$ cat config.mk
export PLATFORM = sky130hd
export DESIGN_NAME = ram_refresh_servicer
export DESIGN_NICKNAME = d
export VERILOG_FILES = /design/src/rtl/refresh_pkg.sv /design/src/rtl/ram_refresh_servicer.sv
export SDC_FILE = /design/constraint.sdc
export NUM_CORES = 1
export LEC_CHECK = 0
export ABC_AREA = 1
export BUFFER_PORTS_ARGS = -buffer_cell sky130_fd_sc_hd__buf_4
export CAP_MARGIN = 20
export CORE_AREA = 2 2 39 41
export DETAILED_ROUTE_END_ITERATION = 10
export DIE_AREA = 0 0 41 43
export PLACE_DENSITY = 0.75
export SYNTH_ARGS = -nofsm -noshare
export SYNTH_HDL_FRONTEND = slang
export SYNTH_SLANG_ARGS = --single-unit
$ cat constraint.sdc
create_clock -name CLK -period 4.6 [get_ports CLK]
set_clock_uncertainty 0.2 [all_clocks]
set_input_delay 0.46 -clock CLK [delete_from_list [all_inputs] [get_ports CLK]]
set_output_delay 0.46 -clock CLK [all_outputs]
set_load 0.03 [all_outputs]
$ cat src/rtl/refresh_pkg.sv
// Shared types and default timings for the RAM refresh servicer.
package refresh_pkg;

  typedef enum logic [1:0] {IDLE, CAS, RAS, PRE} refState_t;

  localparam int unsigned T_CSR_DEF    = 1;
  localparam int unsigned T_RAS_DEF    = 3;
  localparam int unsigned T_RP_DEF     = 2;
  localparam int unsigned DEBT_W_DEF   = 2;
  localparam int unsigned DEBT_MAX_DEF = 3;

endpackage

$ cat src/rtl/ram_refresh_servicer.sv
// Turns RefReq/RefUrg refresh windows into CAS-before-RAS refresh cycles,
// stalling the CPU under urgency and repaying missed windows as debt.
module ram_refresh_servicer
  import refresh_pkg::*;
#(
  parameter int unsigned T_CSR    = T_CSR_DEF,
  parameter int unsigned T_RAS    = T_RAS_DEF,
  parameter int unsigned T_RP     = T_RP_DEF,
  parameter int unsigned DEBT_W   = DEBT_W_DEF,
  parameter int unsigned DEBT_MAX = DEBT_MAX_DEF
) (
  input  logic              CLK,
  input  logic              nRST,
  input  logic              RefReq,
  input  logic              RefUrg,
  input  logic              BACT,
  input  logic              RAMCS,
  input  logic              RAMBusy,
  output logic              RefStall,
  output logic              nCASref,
  output logic              nRASref,
  output logic              RefActive,
  output logic              RefStart,
  output logic              RefMiss,
  output logic [DEBT_W-1:0] Debt
);

  localparam logic [2:0]        csrInit = 3'(T_CSR - 1);
  localparam logic [2:0]        rasInit = 3'(T_RAS - 1);
  localparam logic [2:0]        rpInit  = 3'(T_RP - 1);
  localparam logic [DEBT_W-1:0] debtMax = DEBT_W'(DEBT_MAX);
  localparam logic [DEBT_W-1:0] debtOne = DEBT_W'(1);

  refState_t         stateQ, stateD;
  logic [2:0]        cntQ, cntD;
  logic              doneQ, doneD;
  logic [DEBT_W-1:0] debtQ, debtD;
  logic              stallQ, stallD;
  logic              nCasQ, nCasD;
  logic              nRasQ, nRasD;
  logic              refReqR;

  logic debtNz, pending, urgent, winClose, start, miss;

  assign debtNz   = debtQ != '0;
  assign pending  = !doneQ || debtNz;
  assign urgent   = pending && (RefUrg || debtNz);
  assign winClose = refReqR && !RefReq;
  // Urgent starts ignore the CPU cycle: RefStall is what keeps the CPU off RAM.
  assign start    = (stateQ == IDLE) && !RAMBusy &&
                    ((pending && !(BACT && RAMCS)) || urgent);
  assign miss     = winClose && !doneQ && !start;

  always_ff @(posedge CLK or negedge nRST) begin
    if (!nRST) begin
      stateQ <= IDLE;
      cntQ   <= '0;
    end else begin
      stateQ <= stateD;
      cntQ   <= cntD;
    end
  end

  always_comb begin
    stateD = stateQ;
    cntD   = cntQ;
    unique case (stateQ)
      IDLE: begin
        if (start) begin
          stateD = CAS;
          cntD   = csrInit;
        end
      end
      CAS: begin
        if (cntQ == '0) begin
          stateD = RAS;
          cntD   = rasInit;
        end else begin
          cntD = cntQ - 3'd1;
        end
      end
      RAS: begin
        if (cntQ == '0) begin
          stateD = PRE;
          cntD   = rpInit;
        end else begin
          cntD = cntQ - 3'd1;
        end
      end
      PRE: begin
        if (cntQ == '0) stateD = IDLE;
        else            cntD   = cntQ - 3'd1;
      end
      default: stateD = IDLE;
    endcase
  end

  always_comb begin
    nCasD  = 1'b1;
    nRasD  = 1'b1;
    stallD = stallQ;
    doneD  = doneQ;
    debtD  = debtQ;
    if (stateD == CAS || stateD == RAS) nCasD = 1'b0;
    if (stateD == RAS) nRasD = 1'b0;
    // Stall is re-evaluated only in IDLE; a started refresh keeps whatever it had.
    if (stateQ == IDLE && !start) stallD = urgent;
    if (start) begin
      if (!doneQ) doneD = 1'b1;
      else        debtD = debtQ - debtOne;
    end
    if (miss && debtQ != debtMax) debtD = debtQ + debtOne;
    if (winClose) doneD = 1'b0;
  end

  always_ff @(posedge CLK or negedge nRST) begin
    if (!nRST) begin
      refReqR <= 1'b0;
      doneQ   <= 1'b0;
      debtQ   <= '0;
      stallQ  <= 1'b0;
      nCasQ   <= 1'b1;
      nRasQ   <= 1'b1;
    end else begin
      refReqR <= RefReq;
      doneQ   <= doneD;
      debtQ   <= debtD;
      stallQ  <= stallD;
      nCasQ   <= nCasD;
      nRasQ   <= nRasD;
    end
  end

  assign RefStall  = stallQ;
  assign nCASref   = nCasQ;
  assign nRASref   = nRasQ;
  assign RefActive = stateQ != IDLE;
  assign RefStart  = start;
  assign RefMiss   = miss;
  assign Debt      = debtQ;

endmodule
; ---- Word level (Yosys, flattened, before mapping)
; Index checks and enable logic that the tools add are counted.
[op_classes]
addsub = 3
n_eq_ne = 8
n_reduce_logical = 28
mux = 17
[ops]
columns = op, count
row1 = 2-bit two-way mux, 7
row2 = 3-bit two-way mux, 4
row3 = 3-bit case mux with 4 select lines, 1
row4 = 1-bit logical AND, 10
row5 = 2-bit nonzero test, 5
row6 = 2-bit case mux with 4 select lines, 1
row7 = "2-bit equality test, second input constant", 3
row8 = "2-bit != test, second input constant", 3
row9 = 1-bit logical NOT, 5
row10 = "2-bit by 1-bit equality test with 1-bit output, second input constant", 2
row11 = 1-bit logical OR, 4
row12 = 1-bit two-way mux, 4
row13 = 2-bit AND reduction, 2
row14 = 3-bit logical NOT, 1
row15 = "3-bit by 1-bit subtractor with 3-bit output, second input constant", 1
row16 = "2-bit by 1-bit adder with 2-bit output, second input constant", 1
row17 = 2-bit logical NOT, 1
row18 = "2-bit by 1-bit subtractor with 2-bit output, second input constant", 1
[totals]
input_bits = 7
word_cells = 64
out_inout_bits = 8
register_bits = 12

; ---- Logic depth before layout (Yosys ltp)
[depth]
ltp_word = 10
depth_mapped = 10
depth_no_buf = 10

; ---- Worst setup path after synthesis
; No wires, ideal clock.
[synth_timing]
path_type = register to output
start = reg debtQ[0] (netlist: Debt[0])
end = out RefMiss
setup_slack_ns = 2.706
path_stages_with_launch = 6
t_arrival_ns = 1.234
t_required_ns = 3.940
path_cell_list = dfrtp_1 -> nor2_1 -> nand3_1 -> nand2_4 -> inv_2 -> nor2_4
[synth_via]
elab_chain_cells = 7
word_cells_on_any_way = 9
[synth_lines]
columns = element, line
row1 = "start, declared", ram_refresh_servicer.sv:37  ; logic [DEBT_W-1:0] debtQ, debtD;
row2 = "start signal, assigned", ram_refresh_servicer.sv:127  ; debtQ <= debtD;
row3 = 2-bit nonzero test (*), ram_refresh_servicer.sv:45  ; assign debtNz = debtQ != '0;
row4 = "1-bit logical OR, on equally long branches", "ram_refresh_servicer.sv:46, ram_refresh_servicer.sv:47"
row5 = "1-bit logical AND, on equally long branches", "ram_refresh_servicer.sv:51, ram_refresh_servicer.sv:47"
row6 = 1-bit logical OR (*), ram_refresh_servicer.sv:51  ; ((pending && !(BACT && RAMCS)) || urgent);
row7 = 1-bit logical AND (*), ram_refresh_servicer.sv:50  ; assign start = (stateQ == IDLE) && !RAMBusy &&
row8 = named net RefStart, ram_refresh_servicer.sv:23  ; output logic RefStart,
row9 = 1-bit logical NOT (*), ram_refresh_servicer.sv:52  ; assign miss = winClose && !doneQ && !start;
row10 = 1-bit logical AND (*), ram_refresh_servicer.sv:52
row11 = "end, declared", ram_refresh_servicer.sv:24  ; output logic RefMiss,
; Mark *: on every way through the listed nets, which the timed path passes. The rest lies on a longest branch.

; ---- Worst setup path in the final report
[layout_timing]
start = reg debtQ[0] (netlist: Debt[0])
end = out RefMiss
[layout_via]
elab_chain_cells = 7
word_cells_on_any_way = 9
[layout_lines]
columns = element, line
row1 = 2-bit nonzero test (*), ram_refresh_servicer.sv:45
row2 = "1-bit logical OR, on equally long branches", "ram_refresh_servicer.sv:46, ram_refresh_servicer.sv:47"
row3 = "1-bit logical AND, on equally long branches", "ram_refresh_servicer.sv:51, ram_refresh_servicer.sv:47"
row4 = 1-bit logical OR (*), ram_refresh_servicer.sv:51
row5 = 1-bit logical AND (*), ram_refresh_servicer.sv:50
row6 = 1-bit logical NOT (*), ram_refresh_servicer.sv:52
row7 = 1-bit logical AND (*), ram_refresh_servicer.sv:52
; Every way passes the cells marked *; elsewhere a longest branch is shown, timed or not.

==> impl_metrics.yaml <==
status:
  status: "finished clean"
critical_path:
  critPathKind: "register to output pin"
  required_ns: 3.94
  cp_max_fo: 6
  cp.arrival_ns: 1.42
  r2r_cells: 9
  cp-start-kind: "register"
  end_kind: "output pin"
  regToRegStartpoint: "cntQ[0]"
  r2r_slack_ns: 2.88
  worstReg2RegEnd: "nCASref"
floorplanning:
  die_area_um2: 1760
  core_area_um2: 1380
  num_rows: 14
  initial_utilization_pct: 48.4
  dieHeight_um: 43
  io_pins: 15
  die_w_um: 41
synth:
  synth-edff-count: 0
  synthTopCellsByCount: "nand2_1 (23), inv_1 (12), dfrtp_1 (10)"
  yosys-top-cells-area: "dfrtp_1 (37%), nand2_1 (13%), dfstp_2 (7.9%)"
  syn_nets: 91
  yosysUniqueCellTypes: 19
  syn_area_per_cell_um2: 8.26
  synth_area_um2: 669
  ys_warn_count: 0
  synth_seq_cells: 12
  synth_top_area_cell: "dfrtp_1"
  synth_top_cell_area_share_pct: 37.4
  yosysMostFrequentCell: "nand2_1"
  synthFlopType: "dfrtp_1"
  synthCells: 81
  synth-seq-area-share_pct: 45.2
  async_reset_ff_share_pct: 100
global_route:
  grt_usage_pct: 16.6
  antenna_found_initial: 0
  grt-ovfl-total: 0
  grt_pass1_vias: 515
  grt_max_degree: 13
  grt_pass1_wl_mm: 1.95
placement:
  dp_hpwl_um: 867
  port_buffers: 14
  routabilityCongestion: 0.699
cts:
  cts_tree: "yes"
  max-clock-path-buffers: 2
  h-tree-depth: 1
  post-cts-setup-buffers: 0
  cts_buffers: 3
  worstSkewPairLatency_ns: 0.27
  clkTransAtPathRegs_ns: 0.07
  clock-sinks: 12
  cts_root_buf: "clkbuf_4"
sta:
  rsz0062_at_grt: "no"
  setup-tns-final_ns: 0
  min_period_over_period_pct: 45.3
  maxSlewViolCount: 0
  period_minus_slack_ns: 2.08
  slew_headroom_pct: 83.7
  worstMarginPinSlew_ns: 0.245
  fmax_mhz: 480
  final_hold_viol_count: 0
  hold_ws_ns: 0.0993
  setup_violations: 0
route:
  drtIter0Drc: 9
  wl_met2_um: 495
  drc: 0
  via_per_inst: 4.69
  ant_nets: 0
  wl_per_cell_um: 9.28
  wl_met1_um: 496
  vias: 544
  route.met3.wl_um: 55
  drt_wl_total_mm: 1.08
  top_layer: "met4"
  drt_pass1_iterations: 3
finish:
  diodes: 0
  final_nets: 111
  final_layout_size_suffix_gt1_share_pct: 30.0
  synthToLayoutAreaGrowth_pct: 25.6
  utilization_pct: 60.8
min_path:
  hold_path_end: "refReqR"
  holdCritPathClass: "input port to register"
  hold-path-cell-count: 1
  hp-start: "RefReq"
power:
  p_total_uw: 633
  p_leak_nw: 0.447
  ir_drop_mv: 0.296
  power_density_nw_per_um2: 753
flow_run:
  maxCapViolations: 0
==> metal layers <==
metal,global-route usage (%),vias up
met5,0,-
met4,10.0,0
met3,3.14,5
met2,25.6,14
met1,20.2,236
li1,-,289
==> registers in the layout, indices dropped and copies added (netlist names) <==
name and cells:
cntQ 3, Debt 2, stateQ 2, RefStall 1
doneQ 1, nCASref 1, nRASref 1, refReqR 1
==> layout by cell type, fill, tap and decap left out <==
cell	synthesis	layout
ha_1	3	3
nand3_1	6	6
clkbuf_8	0	1
o21ai_2	1	1
dfstp_2	2	2
nand2_1	23	23
xor2_1	1	1
dfrtp_1	10	10
a21boi_0	1	1
clkbuf_4	0	3
inv_2	2	2
nand2_2	1	1
or2_2	1	1
o21ai_1	1	1
nor2_1	6	6
dlygate4sd3_1	0	1
nand2_4	2	2
nand4_1	1	1
buf_4	0	14
nor2_4	3	3
o211ai_1	3	3
inv_1	12	12
o21ai_0	2	2
==> per-stage QoR <==
| step | setup slack, ns | instance area, µm² | cells |
|---|---|---|---|
| finish | 2.52 | 841 | 116 |
| global route | 2.39 | 841 | 116 |
| CTS | 2.48 | 841 | 116 |
| detailed placement | 2.59 | 795 | 111 |
| global placement | 2.62 | 795 | 111 |
| floorplan | 2.71 | 669 | 81 |
==> kinds of logic after synthesis <==
logic type	count (synthesis)	synth area share (%)
xor gates and xnor gates	1	1.31
buffers and inverters	14	7.85
AOI/OAI and AO/OA	8	8.04
adders and majority gates	3	5.61
DFF	12	45.2
and+or+nand+nor	43	32.0
==> cell type report <==
class	count	area, µm²
well taps	16	20.0
fillers	130	543
repair buffers	15	115
clock buffers	4	36.3
multi-input cells	55	314
flip-flops and latches	12	303
inverters	14	52.6
==> how the worst max path moves through the flow <==
stage / cells past startpoint / start / endpoint
2_1_floorplan: 5 / Debt[0] / RefMiss
3_3_place_gp: 6 / RefReq / RefMiss
3_5_place_dp: 6 / RefReq / RefMiss
4_1_cts: 6 / Debt[0] / RefMiss
5_1_grt: 6 / Debt[0] / RefMiss
6_report: 6 / Debt[0] / RefMiss
==> critical path, stage by stage (launching register included) <==
cell	delay (ns)
dfrtp_1	0.44
nor2_1	0.15
nand3_1	0.15
nand2_4	0.12
inv_2	0.06
nor2_4	0.08
buf_4	0.16
==> power breakdown <==
part	switching (mW)	leakage [nW]	total (mW)	internal [mW]
clock network	0.0344	0.0210	0.0824	0.0481
registers	0.0433	0.141	0.206	0.163
logic	0.214	0.285	0.345	0.130
total	0.292	0.447	0.633	0.341
==> repair_timing <==
action | 4_1_cts | 5_1_grt
hold buffers | 1 | 0
endpoints found under the hold margin | 10 | 0
resized for setup | 0 | 0
No activity file was read; power rests on OpenSTA's default activity.
